<file path="src/rtl/cpu_pkg.sv">
// Shared constants for the 5-bit-opcode CPU: opcodes, FSM state encoding,
// and the strobe bundle that the sequencer gates.
package cpu_pkg;

    localparam int unsigned INSTR_WIDTH = 5;

    localparam logic [INSTR_WIDTH-1:0] OP_NOP   = 5'h0C;
    localparam logic [INSTR_WIDTH-1:0] OP_JMP   = 5'h0E;
    localparam logic [INSTR_WIDTH-1:0] OP_MOVRD = 5'h10;
    localparam logic [INSTR_WIDTH-1:0] OP_MOVWR = 5'h11;
    localparam logic [INSTR_WIDTH-1:0] OP_CALL  = 5'h14;
    localparam logic [INSTR_WIDTH-1:0] OP_RET   = 5'h15;
    localparam logic [INSTR_WIDTH-1:0] OP_RST   = 5'h1F;

    typedef enum logic [2:0] {
        ST_IDLE  = 3'b000,
        ST_FETCH = 3'b001,
        ST_EXEC  = 3'b010,
        ST_MEM   = 3'b011
    } state_e;

    typedef struct packed {
        logic acc;
        logic reg_wr;
        logic ram;
        logic pc;
        logic stack;
        logic porta;
    } strobes_t;

endpackage

</file>
<file path="src/rtl/instr_sequencer_if.sv">
// Signal bundle between the sequencer and its ROM/decoder/datapath environment.
interface instr_sequencer_if #(
    parameter int unsigned INSTR_WIDTH = cpu_pkg::INSTR_WIDTH,
    parameter int unsigned CNT_WIDTH   = 16
);
    logic                   RUN;
    logic                   STEP;
    logic [INSTR_WIDTH-1:0] INSTR_IN;
    logic [INSTR_WIDTH-1:0] IR_OUT;
    logic                   DEC_CE_ACC, DEC_REG_WR, DEC_CE_RAM;
    logic                   DEC_CE_PC, DEC_CE_STACK, DEC_CE_PORTA;
    logic                   CE_ACC, REG_WR, CE_RAM, CE_PC, CE_STACK, CE_PORTA;
    logic                   PC_INC;
    logic                   PC_CLR;
    logic                   ADDR_LATCH;
    logic [2:0]             STATE;
    logic                   BUSY;
    logic [CNT_WIDTH-1:0]   RETIRED;

    modport master (
        output RUN, STEP, INSTR_IN,
        output DEC_CE_ACC, DEC_REG_WR, DEC_CE_RAM, DEC_CE_PC, DEC_CE_STACK, DEC_CE_PORTA,
        input  IR_OUT, CE_ACC, REG_WR, CE_RAM, CE_PC, CE_STACK, CE_PORTA,
        input  PC_INC, PC_CLR, ADDR_LATCH, STATE, BUSY, RETIRED
    );

    modport slave (
        input  RUN, STEP, INSTR_IN,
        input  DEC_CE_ACC, DEC_REG_WR, DEC_CE_RAM, DEC_CE_PC, DEC_CE_STACK, DEC_CE_PORTA,
        output IR_OUT, CE_ACC, REG_WR, CE_RAM, CE_PC, CE_STACK, CE_PORTA,
        output PC_INC, PC_CLR, ADDR_LATCH, STATE, BUSY, RETIRED
    );

endinterface

</file>
<file path="src/rtl/retire_counter.sv">
// Wrapping count of completed instructions; no overflow indication.
module retire_counter #(
    parameter int unsigned CNT_WIDTH = 16
) (
    input  logic                 CLK,
    input  logic                 nCLR,
    input  logic                 EN,
    output logic [CNT_WIDTH-1:0] COUNT
);

    logic [CNT_WIDTH-1:0] cnt_q;

    always_ff @(posedge CLK or negedge nCLR) begin
        if (!nCLR) begin
            cnt_q <= '0;
        end else if (EN) begin
            cnt_q <= cnt_q + {{(CNT_WIDTH-1){1'b0}}, 1'b1};
        end
    end

    assign COUNT = cnt_q;

endmodule

</file>
<file path="src/rtl/instr_sequencer.sv">
// Fetch/execute controller: latches opcodes into IR and phase-gates the raw
// decoder strobes; two-cycle memory moves take an extra MEM phase.
module instr_sequencer
    import cpu_pkg::*;
#(
    parameter int unsigned            INSTR_WIDTH = cpu_pkg::INSTR_WIDTH,
    parameter logic [INSTR_WIDTH-1:0] MOVRD_OP    = OP_MOVRD,
    parameter logic [INSTR_WIDTH-1:0] MOVWR_OP    = OP_MOVWR,
    parameter logic [INSTR_WIDTH-1:0] RST_OP      = OP_RST,
    parameter logic [INSTR_WIDTH-1:0] NOP_OP      = OP_NOP,
    parameter int unsigned            CNT_WIDTH   = 16
) (
    input  logic              CLK,
    input  logic              nRST,
    instr_sequencer_if.slave  bus
);

    state_e                 state_q, state_d;
    logic [INSTR_WIDTH-1:0] ir_q, ir_d;
    strobes_t               dec, ce;
    logic                   pc_inc, pc_clr, addr_latch, retire;

    assign dec = {bus.DEC_CE_ACC, bus.DEC_REG_WR, bus.DEC_CE_RAM,
                  bus.DEC_CE_PC, bus.DEC_CE_STACK, bus.DEC_CE_PORTA};

    always_ff @(posedge CLK or negedge nRST) begin
        if (!nRST) begin
            state_q <= ST_IDLE;
            ir_q    <= NOP_OP;
        end else begin
            state_q <= state_d;
            ir_q    <= ir_d;
        end
    end

    always_comb begin
        state_d    = state_q;
        ir_d       = ir_q;
        ce         = '0;
        pc_inc     = 1'b0;
        pc_clr     = 1'b0;
        addr_latch = 1'b0;
        retire     = 1'b0;
        case (state_q)
            ST_IDLE: begin
                if (bus.RUN || bus.STEP) state_d = ST_FETCH;
            end
            ST_FETCH: begin
                ir_d    = bus.INSTR_IN;
                state_d = ST_EXEC;
            end
            ST_EXEC: begin
                // Unknown or X opcodes fall into default and run as single-cycle.
                case (ir_q)
                    MOVRD_OP, MOVWR_OP: begin
                        addr_latch = 1'b1;
                        ce.pc      = dec.pc;
                        state_d    = ST_MEM;
                    end
                    RST_OP: begin
                        pc_clr  = 1'b1;
                        retire  = 1'b1;
                        state_d = ST_IDLE;
                    end
                    default: begin
                        ce      = dec;
                        pc_inc  = ~dec.pc;
                        retire  = 1'b1;
                        state_d = bus.RUN ? ST_FETCH : ST_IDLE;
                    end
                endcase
            end
            ST_MEM: begin
                if (ir_q == MOVRD_OP) begin
                    ce.acc    = dec.acc;
                    ce.reg_wr = dec.reg_wr;
                end else begin
                    ce.ram    = dec.ram;
                end
                pc_inc  = 1'b1;
                retire  = 1'b1;
                state_d = bus.RUN ? ST_FETCH : ST_IDLE;
            end
            default: state_d = ST_IDLE;
        endcase
    end

    assign bus.IR_OUT     = ir_q;
    assign bus.STATE      = state_q;
    assign bus.BUSY       = (state_q != ST_IDLE);
    assign bus.CE_ACC     = ce.acc;
    assign bus.REG_WR     = ce.reg_wr;
    assign bus.CE_RAM     = ce.ram;
    assign bus.CE_PC      = ce.pc;
    assign bus.CE_STACK   = ce.stack;
    assign bus.CE_PORTA   = ce.porta;
    assign bus.PC_INC     = pc_inc;
    assign bus.PC_CLR     = pc_clr;
    assign bus.ADDR_LATCH = addr_latch;

    retire_counter #(
        .CNT_WIDTH(CNT_WIDTH)
    ) u_retire (
        .CLK  (CLK),
        .nCLR (nRST),
        .EN   (retire),
        .COUNT(bus.RETIRED)
    );

endmodule
</file>
<file path="src/flat_wrapper.sv">
// flat-port wrapper written by rule: the top's interface ports become plain ports
module instr_sequencer_flat import cpu_pkg::*;
#(
    parameter int unsigned            INSTR_WIDTH = cpu_pkg::INSTR_WIDTH,
    parameter logic [INSTR_WIDTH-1:0] MOVRD_OP    = OP_MOVRD,
    parameter logic [INSTR_WIDTH-1:0] MOVWR_OP    = OP_MOVWR,
    parameter logic [INSTR_WIDTH-1:0] RST_OP      = OP_RST,
    parameter logic [INSTR_WIDTH-1:0] NOP_OP      = OP_NOP,
    parameter int unsigned            CNT_WIDTH   = 16
)
  (CLK, nRST, bus_RUN, bus_STEP, bus_INSTR_IN, bus_DEC_CE_ACC, bus_DEC_REG_WR, bus_DEC_CE_RAM, bus_DEC_CE_PC, bus_DEC_CE_STACK, bus_DEC_CE_PORTA, bus_IR_OUT, bus_CE_ACC, bus_REG_WR, bus_CE_RAM, bus_CE_PC, bus_CE_STACK, bus_CE_PORTA, bus_PC_INC, bus_PC_CLR, bus_ADDR_LATCH, bus_STATE, bus_BUSY, bus_RETIRED);
  instr_sequencer_if #(.INSTR_WIDTH(INSTR_WIDTH), .CNT_WIDTH(CNT_WIDTH)) bus_i ();
  input  logic CLK;
  input  logic nRST;
  input wire logic [$bits(bus_i.RUN)-1:0] bus_RUN;
  input wire logic [$bits(bus_i.STEP)-1:0] bus_STEP;
  input wire logic [$bits(bus_i.INSTR_IN)-1:0] bus_INSTR_IN;
  input wire logic [$bits(bus_i.DEC_CE_ACC)-1:0] bus_DEC_CE_ACC;
  input wire logic [$bits(bus_i.DEC_REG_WR)-1:0] bus_DEC_REG_WR;
  input wire logic [$bits(bus_i.DEC_CE_RAM)-1:0] bus_DEC_CE_RAM;
  input wire logic [$bits(bus_i.DEC_CE_PC)-1:0] bus_DEC_CE_PC;
  input wire logic [$bits(bus_i.DEC_CE_STACK)-1:0] bus_DEC_CE_STACK;
  input wire logic [$bits(bus_i.DEC_CE_PORTA)-1:0] bus_DEC_CE_PORTA;
  output wire logic [$bits(bus_i.IR_OUT)-1:0] bus_IR_OUT;
  output wire logic [$bits(bus_i.CE_ACC)-1:0] bus_CE_ACC;
  output wire logic [$bits(bus_i.REG_WR)-1:0] bus_REG_WR;
  output wire logic [$bits(bus_i.CE_RAM)-1:0] bus_CE_RAM;
  output wire logic [$bits(bus_i.CE_PC)-1:0] bus_CE_PC;
  output wire logic [$bits(bus_i.CE_STACK)-1:0] bus_CE_STACK;
  output wire logic [$bits(bus_i.CE_PORTA)-1:0] bus_CE_PORTA;
  output wire logic [$bits(bus_i.PC_INC)-1:0] bus_PC_INC;
  output wire logic [$bits(bus_i.PC_CLR)-1:0] bus_PC_CLR;
  output wire logic [$bits(bus_i.ADDR_LATCH)-1:0] bus_ADDR_LATCH;
  output wire logic [$bits(bus_i.STATE)-1:0] bus_STATE;
  output wire logic [$bits(bus_i.BUSY)-1:0] bus_BUSY;
  output wire logic [$bits(bus_i.RETIRED)-1:0] bus_RETIRED;
  assign bus_i.RUN = bus_RUN;
  assign bus_i.STEP = bus_STEP;
  assign bus_i.INSTR_IN = bus_INSTR_IN;
  assign bus_i.DEC_CE_ACC = bus_DEC_CE_ACC;
  assign bus_i.DEC_REG_WR = bus_DEC_REG_WR;
  assign bus_i.DEC_CE_RAM = bus_DEC_CE_RAM;
  assign bus_i.DEC_CE_PC = bus_DEC_CE_PC;
  assign bus_i.DEC_CE_STACK = bus_DEC_CE_STACK;
  assign bus_i.DEC_CE_PORTA = bus_DEC_CE_PORTA;
  assign bus_IR_OUT = bus_i.IR_OUT;
  assign bus_CE_ACC = bus_i.CE_ACC;
  assign bus_REG_WR = bus_i.REG_WR;
  assign bus_CE_RAM = bus_i.CE_RAM;
  assign bus_CE_PC = bus_i.CE_PC;
  assign bus_CE_STACK = bus_i.CE_STACK;
  assign bus_CE_PORTA = bus_i.CE_PORTA;
  assign bus_PC_INC = bus_i.PC_INC;
  assign bus_PC_CLR = bus_i.PC_CLR;
  assign bus_ADDR_LATCH = bus_i.ADDR_LATCH;
  assign bus_STATE = bus_i.STATE;
  assign bus_BUSY = bus_i.BUSY;
  assign bus_RETIRED = bus_i.RETIRED;
  instr_sequencer #(.INSTR_WIDTH(INSTR_WIDTH), .MOVRD_OP(MOVRD_OP), .MOVWR_OP(MOVWR_OP), .RST_OP(RST_OP), .NOP_OP(NOP_OP), .CNT_WIDTH(CNT_WIDTH)) u_core (.CLK(CLK), .nRST(nRST), .bus(bus_i));
endmodule
</file>
<file path="config.mk">
export PLATFORM = sky130hd
export DESIGN_NAME = instr_sequencer_flat
export DESIGN_NICKNAME = d
export VERILOG_FILES = /design/src/rtl/cpu_pkg.sv /design/src/rtl/instr_sequencer_if.sv /design/src/rtl/retire_counter.sv /design/src/rtl/instr_sequencer.sv /design/src/flat_wrapper.sv
export SDC_FILE = /design/constraint.sdc
export NUM_CORES = 1
export LEC_CHECK = 0
export CORE_ASPECT_RATIO = 0.7
export CORE_MARGIN = 5
export CORE_UTILIZATION = 40
export CTS_CLUSTER_DIAMETER = 100
export DETAILED_ROUTE_END_ITERATION = 16
export PLACE_DENSITY_LB_ADDON = 0.1
export REMOVE_ABC_BUFFERS = 1
export SETUP_SLACK_MARGIN = 0.5
export SYNTH_ARGS = -nofsm -noshare
export SYNTH_HDL_FRONTEND = slang
export SYNTH_SLANG_ARGS = --single-unit
</file>
<file path="constraint.sdc">
create_clock -name CLK -period 2.4 [get_ports CLK]
set_input_delay 0.36 -clock CLK [delete_from_list [all_inputs] [get_ports CLK]]
set_output_delay 0.36 -clock CLK [all_outputs]
set_load 0.02 [all_outputs]
</file>
* After elaboration in Yosys (flattened, before gate mapping)
Cells that the tools add are included.
Storage, ports and cells: memories 0, ROM bits 0, RAM bits 0, input port bits 15, logic and storage cells 36, output and inout port bits 34, flip-flop bits (word level) 24, latch bits 0
Cells by class: $lt $le $gt $ge 0, bitwise operators 1, shift-type cells 0, reductions and logical operators 5, $add $sub $neg 1, equality and inequality tests 7, multipliers 0, divide/modulo/power cells 0, multiplexer cells 19
Operators with widths (number):
- adder 16 x 1 -> 16 bit, second input constant | 1
- == test 5 bit, second input constant | 3
- case mux 3 bit (2 select lines) | 2
- case mux 3 bit (4 select lines) | 1
- two-way mux 1 bit | 9
- two-way mux 3 bit | 3
- == test 3 x 2 -> 1 bit, second input constant | 2
- two-way mux 2 bit | 2
- case mux 1 bit (2 select lines) | 2
- == test 3 x 1 -> 1 bit, second input constant | 1
- logical NOT 3 bit | 1
- nonzero test 3 bit | 1
- OR reduction 3 bit | 1
- inequality test 2 x 1 -> 1 bit, second input constant | 1
- OR reduction 2 bit | 1
- logical OR 1 bit | 1
- NOT 1 bit | 1

* Logic depth before layout (Yosys ltp)
depth after elaboration 4, gate-level depth with buffers 5, depth with buffers taken out 4

* By module
Synthesis repeated with hierarchy kept, for this count alone.
Unflattened totals: cell total of the unflattened synthesis 106, area total of the unflattened synthesis 1176.1 µm²
Modules (own cells, without submodules):
- retire_counter | times used 1, area an instance 695.7 µm², seq. area each 400.4 µm², cells an instance 56
- instr_sequencer | times used 1, area an instance 480.5 µm², seq. area each 177.7 µm², cells an instance 50

* Least setup slack after synthesis
OpenSTA, ideal clock, no wires.
path type register to output, from reg u_core.ir_q[1], in the netlist u_core.bus.IR_OUT[1], to out bus_CE_ACC, path slack 0.276 ns, data required time 2.040 ns, stages on the path, launching flop included 6, path buffers 1, arrival 1.764 ns, cell sequence dfrtp_1 -> or4b_1 -> buf_2 -> o21ai_0 -> a32oi_1 -> nor2b_1
Between the ends: word-level cells in the longest chain between the ends 4, elaborated cells between the ends (all ways) 7, classes of those cells eq/ne (3); mux (3); reduce/logical (1)
Ends and longest elaborated chain:
- start, declared | RTL line instr_sequencer.sv:19 | logic [INSTR_WIDTH-1:0] ir_q, ir_d;
- start signal, assigned | RTL line instr_sequencer.sv:32 | ir_q <= ir_d;
- == test 5 bit, on equally long branches | RTL line instr_sequencer.sv:54, instr_sequencer.sv:74
- OR reduction 3 bit (no source line)
- two-way mux 3 bit | RTL line instr_sequencer.sv:54 | case (ir_q)
- case mux 3 bit (2 select lines) (*) | RTL line instr_sequencer.sv:44 | case (state_q)
- end, declared | RTL line flat_wrapper.sv:25 | output wire logic [$bits(bus_i.CE_ACC)-1:0] bus_CE_ACC;
Every way passes the cells marked *; elsewhere a longest branch is shown, timed or not.

* Final worst setup path
from reg u_core.ir_q[1], in the netlist u_core.bus.IR_OUT[1], to out bus_REG_WR
Between the ends: word-level cells in the longest chain between the ends 4, elaborated cells between the ends (all ways) 7, classes of those cells eq/ne (3); mux (3); reduce/logical (1)
Ends and longest elaborated chain:
- == test 5 bit, on equally long branches | RTL line instr_sequencer.sv:54, instr_sequencer.sv:74
- OR reduction 3 bit (no source line)
- two-way mux 3 bit | RTL line instr_sequencer.sv:54
- case mux 3 bit (2 select lines) (*) | RTL line instr_sequencer.sv:44
- end, declared | RTL line flat_wrapper.sv:26 | output wire logic [$bits(bus_i.REG_WR)-1:0] bus_REG_WR;
Marks and branches as above.

==> summary.md <==
| Metric | Value |
|---|---|
| Status | `complete, no violations` |
| Hold WS | `0.440 ns` |
| H-tree Lvls | `1` |
| Worst Skew | `0.00177 ns` |
| Synth top area share | `44.4%` |
| Layout Nets | `191` |
| Clk sinks | `23` |
| Peak VDD IR | `772 uV` |
| Pin count of the biggest net entering global routing | `24` |
| Routability Congestion | `0.800` |
| Routed wire per std cell | `14.9 um` |
| CTS max path bufs | `2` |
| CP max FO | `2` |
| Worst EP required | `about 2.0 ns` |
| Sw power | `810 uW` |
| Synth cell types | `32` |
| Area of the multi-input gates | `611 um^2` |
| TNS Setup | `0 ns` |
| Die height | `55.5 um` |
| GR Overflow Total | `0` |
| Syn Area/Cell | `roughly 10 um^2` |
| Maxcap violations | `0` |
| Initial Utilization | `41.9%` |
| TritonCTS Buffers | `3` |
| Vias in the first global route | `1009` |
| Fin crit share | `88.5%` |
| Synth area leader | `dfrtp_1` |
| Skew-Pair Late Insertion Delay | `0.26 ns` |
| Row count | `16` |
| Synth Register Bits | `23` |
| CTS tree | `built` |
| Fin cells | `210` |
| Logic pwr share | `a little over half` |
| Seq/Total Area, Yosys | `between 40% and 50%` |
| Flop pwr share | `33.6%` |
| Area grow syn2layout | `52.6%` |
| Top post-synthesis cells by area | `dfrtp_1 44%, xor2_1 8.9%, nand2_1 4.8%` |
| Fraction of layout cells with a size suffix above 1 | `21.3%` |
| Pre-CTS setup slack | `between 0.07 and 0.08 ns` |
| F_max | `about 470 MHz` |
| Pwr per Cell Area | `~1100 mW/mm^2` |
| Final ANT Viol Nets | `0` |
| YS warnings | `0` |
| Pre-Repair DR Iteration Count | `4` |
| Flip-flop and latch area | `579 um^2` |
| RSZ-0062 raised after global routing | `true` |
| Minimum clock period | `2.12 ns` |
| Cells after synthesis | `119` |
| Via count | `1049` |
| Die extent in x | `75.0 um` |
| Core ar. | `0.00282 mm^2` |
| Fill cells | `253` |
| First-pass GRT wire length | `4980 um` |
| Initial DRC Count | `64` |
| Clock Pin Slew Worst Setup and Hold Paths | `about 0.080 ns` |
| Total I/O pin count | `~50` |
| CP Capture Type | `output pin` |
| Placed insts | `approximately 200` |
| Root Driver | `clkbuf_8` |
| Final Hold Fails | `0` |
| Final Worst Setup Slack | `approximately 0.28 ns` |
| Worst Setup Start Kind | `flop` |
| Pleak | `0.000865 uW` |
| Final wirelength | `3120 um` |
| Post-DP HPWL | `between 2000 and 2500 um` |
| PortBufs | `47` |
| Via-to-Cell Ratio | `5.00` |
| Worst EP arrival | `1.76 ns` |
| Most common cell after layout, fill and taps aside | `clkdlybuf4s50_1` |
| Worst slew margin | `64.4%` |
| DRC viols | `0` |
| Tightest Hold Check Type | `primary input to async pin` |
| Internal | `1110 uW` |
| Power share of the clock group | `roughly an eighth` |
| Crit path kind | `flop to output pin` |
| Total die area | `0.00416 mm^2` |
| Final setup violation count | `0` |
| Switching share of power | `42.2%` |
| Worst-Margin Slew | `roughly 0.53 ns` |
| Final slew viol count | `0` |
| Final Util | `64.0%` |
| Commonest non-fill, non-tap cells in the layout | `34 x clkdlybuf4s50_1, 20 x dfrtp_1, 14 x nand2_1` |
| All-Layer GR Usage | `between 10% and 20%` |
| Ant. Diodes | `0` |
| Netlist Area Pre-Place | `0.00118 mm^2` |
| Initial antenna violation count | `0` |
==> cell type report <==
class / instances / share of cell area [%]
Clock buffer: 3 / 2.29
Timing Repair Buffer: 55 / 28.7
Inverter: 2 / 0.416
Tap cell: 36 / 2.49
Sequential cell: 23 / 32.1
Multi-Input combinational cell: 90 / 33.8
Clock inverter: 1 / 0.277
==> final timing paths <==
check                                                         to                                   from  cells after the start  slack, ns
max in group asynchronous       u_core.bus.IR_OUT[2]$_DFFE_PN1P_                                   nRST                      2       1.67
max                                                   bus_REG_WR       u_core.bus.IR_OUT[1]$_DFFE_PN0P_                      5       0.28
min reg2reg                u_core.u_retire.COUNT[15]$_DFFE_PN0P_  u_core.u_retire.COUNT[15]$_DFFE_PN0P_                      1       0.47
max reg2reg                u_core.u_retire.COUNT[13]$_DFFE_PN0P_       u_core.bus.IR_OUT[1]$_DFFE_PN0P_                      5       0.54
min                              u_core.bus.STATE[1]$_DFFE_PN0P_                                   nRST                      2       0.44
min in group CLK           u_core.u_retire.COUNT[15]$_DFFE_PN0P_  u_core.u_retire.COUNT[15]$_DFFE_PN0P_                      1       0.47
==> repair_timing <==
action | 4_1_cts | 5_1_grt
pin swaps | 4 | 1
hold buffers | 0 | 0
hold endpoints to repair | 0 | 0
endpoints found under the setup margin | 11 | 13
setup buffers | 2 | 0
gates resized for setup | 51 | 7
==> Yosys cell counts (all sizes together) <==
cell / n
nor2: 10
and2: 3
nor2b: 3
nor4: 2
o2111ai: 1
nand4: 2
conb: 1
o22ai: 1
clkbuf: 1
a21oi: 1
and4: 2
a31oi: 1
mux2: 4
o21a: 2
or4b: 1
nand2b: 1
buf: 3
or2: 2
xnor2: 3
ha: 1
and3: 4
nor3: 6
nand2: 15
xor2: 12
dfstp: 2
inv: 2
o21ai: 7
nand3: 4
a32oi: 1
dfrtp: 21
==> power groups by stage <==
stage	clock [uW]	combinational, uW	sequential (uW)
2_1_floorplan	0	378	781
3_3_place_gp	0	1000	631
3_5_place_dp	0	1020	643
4_1_cts	251	1040	635
5_1_grt	263	1100	663
6_report	240	1030	646
==> metal layers <==
layer,track usage (%),share of wire [%]
met5,0,0
met4,2.54,0.26
met3,4.35,6.7
met2,22.1,45
met1,22.6,48
==> through the flow <==
step / power [uW] / area (um^2)
6_report: 1920 / 1810
5_1_grt: 2030 / 1810
4_1_cts: 1930 / 1780
3_5_place_dp: 1660 / 1720
3_3_place_gp: 1630 / 1720
2_1_floorplan: 1160 / 1160
==> kinds of logic after synthesis <==
family          after synthesis  share of synthesized area (%)
xor+xnor                     15                           11.1
fa+ha+maj                     1                           1.06
simple gates                 55                           23.5
mux                           4                           3.81
buf+inv                       6                           2.43
flops                        23                           48.8
compound gates               14                           8.99
other cells                   1                          0.317
==> sequential cells by signal, summed over array words and instances (netlist names) <==
register,cells
u_core.bus.STATE,2
u_core.bus.IR_OUT,5
u_core.u_retire.COUNT,16
==> critical path: stages (launching register included) <==
cell and delay (ns):
dfrtp_1 0.39, or4b_4 0.54, o21ai_1 0.14, a32oi_1 0.13, nor2b_1 0.14, buf_4 0.16
Power figures use the tool's default switching activity.
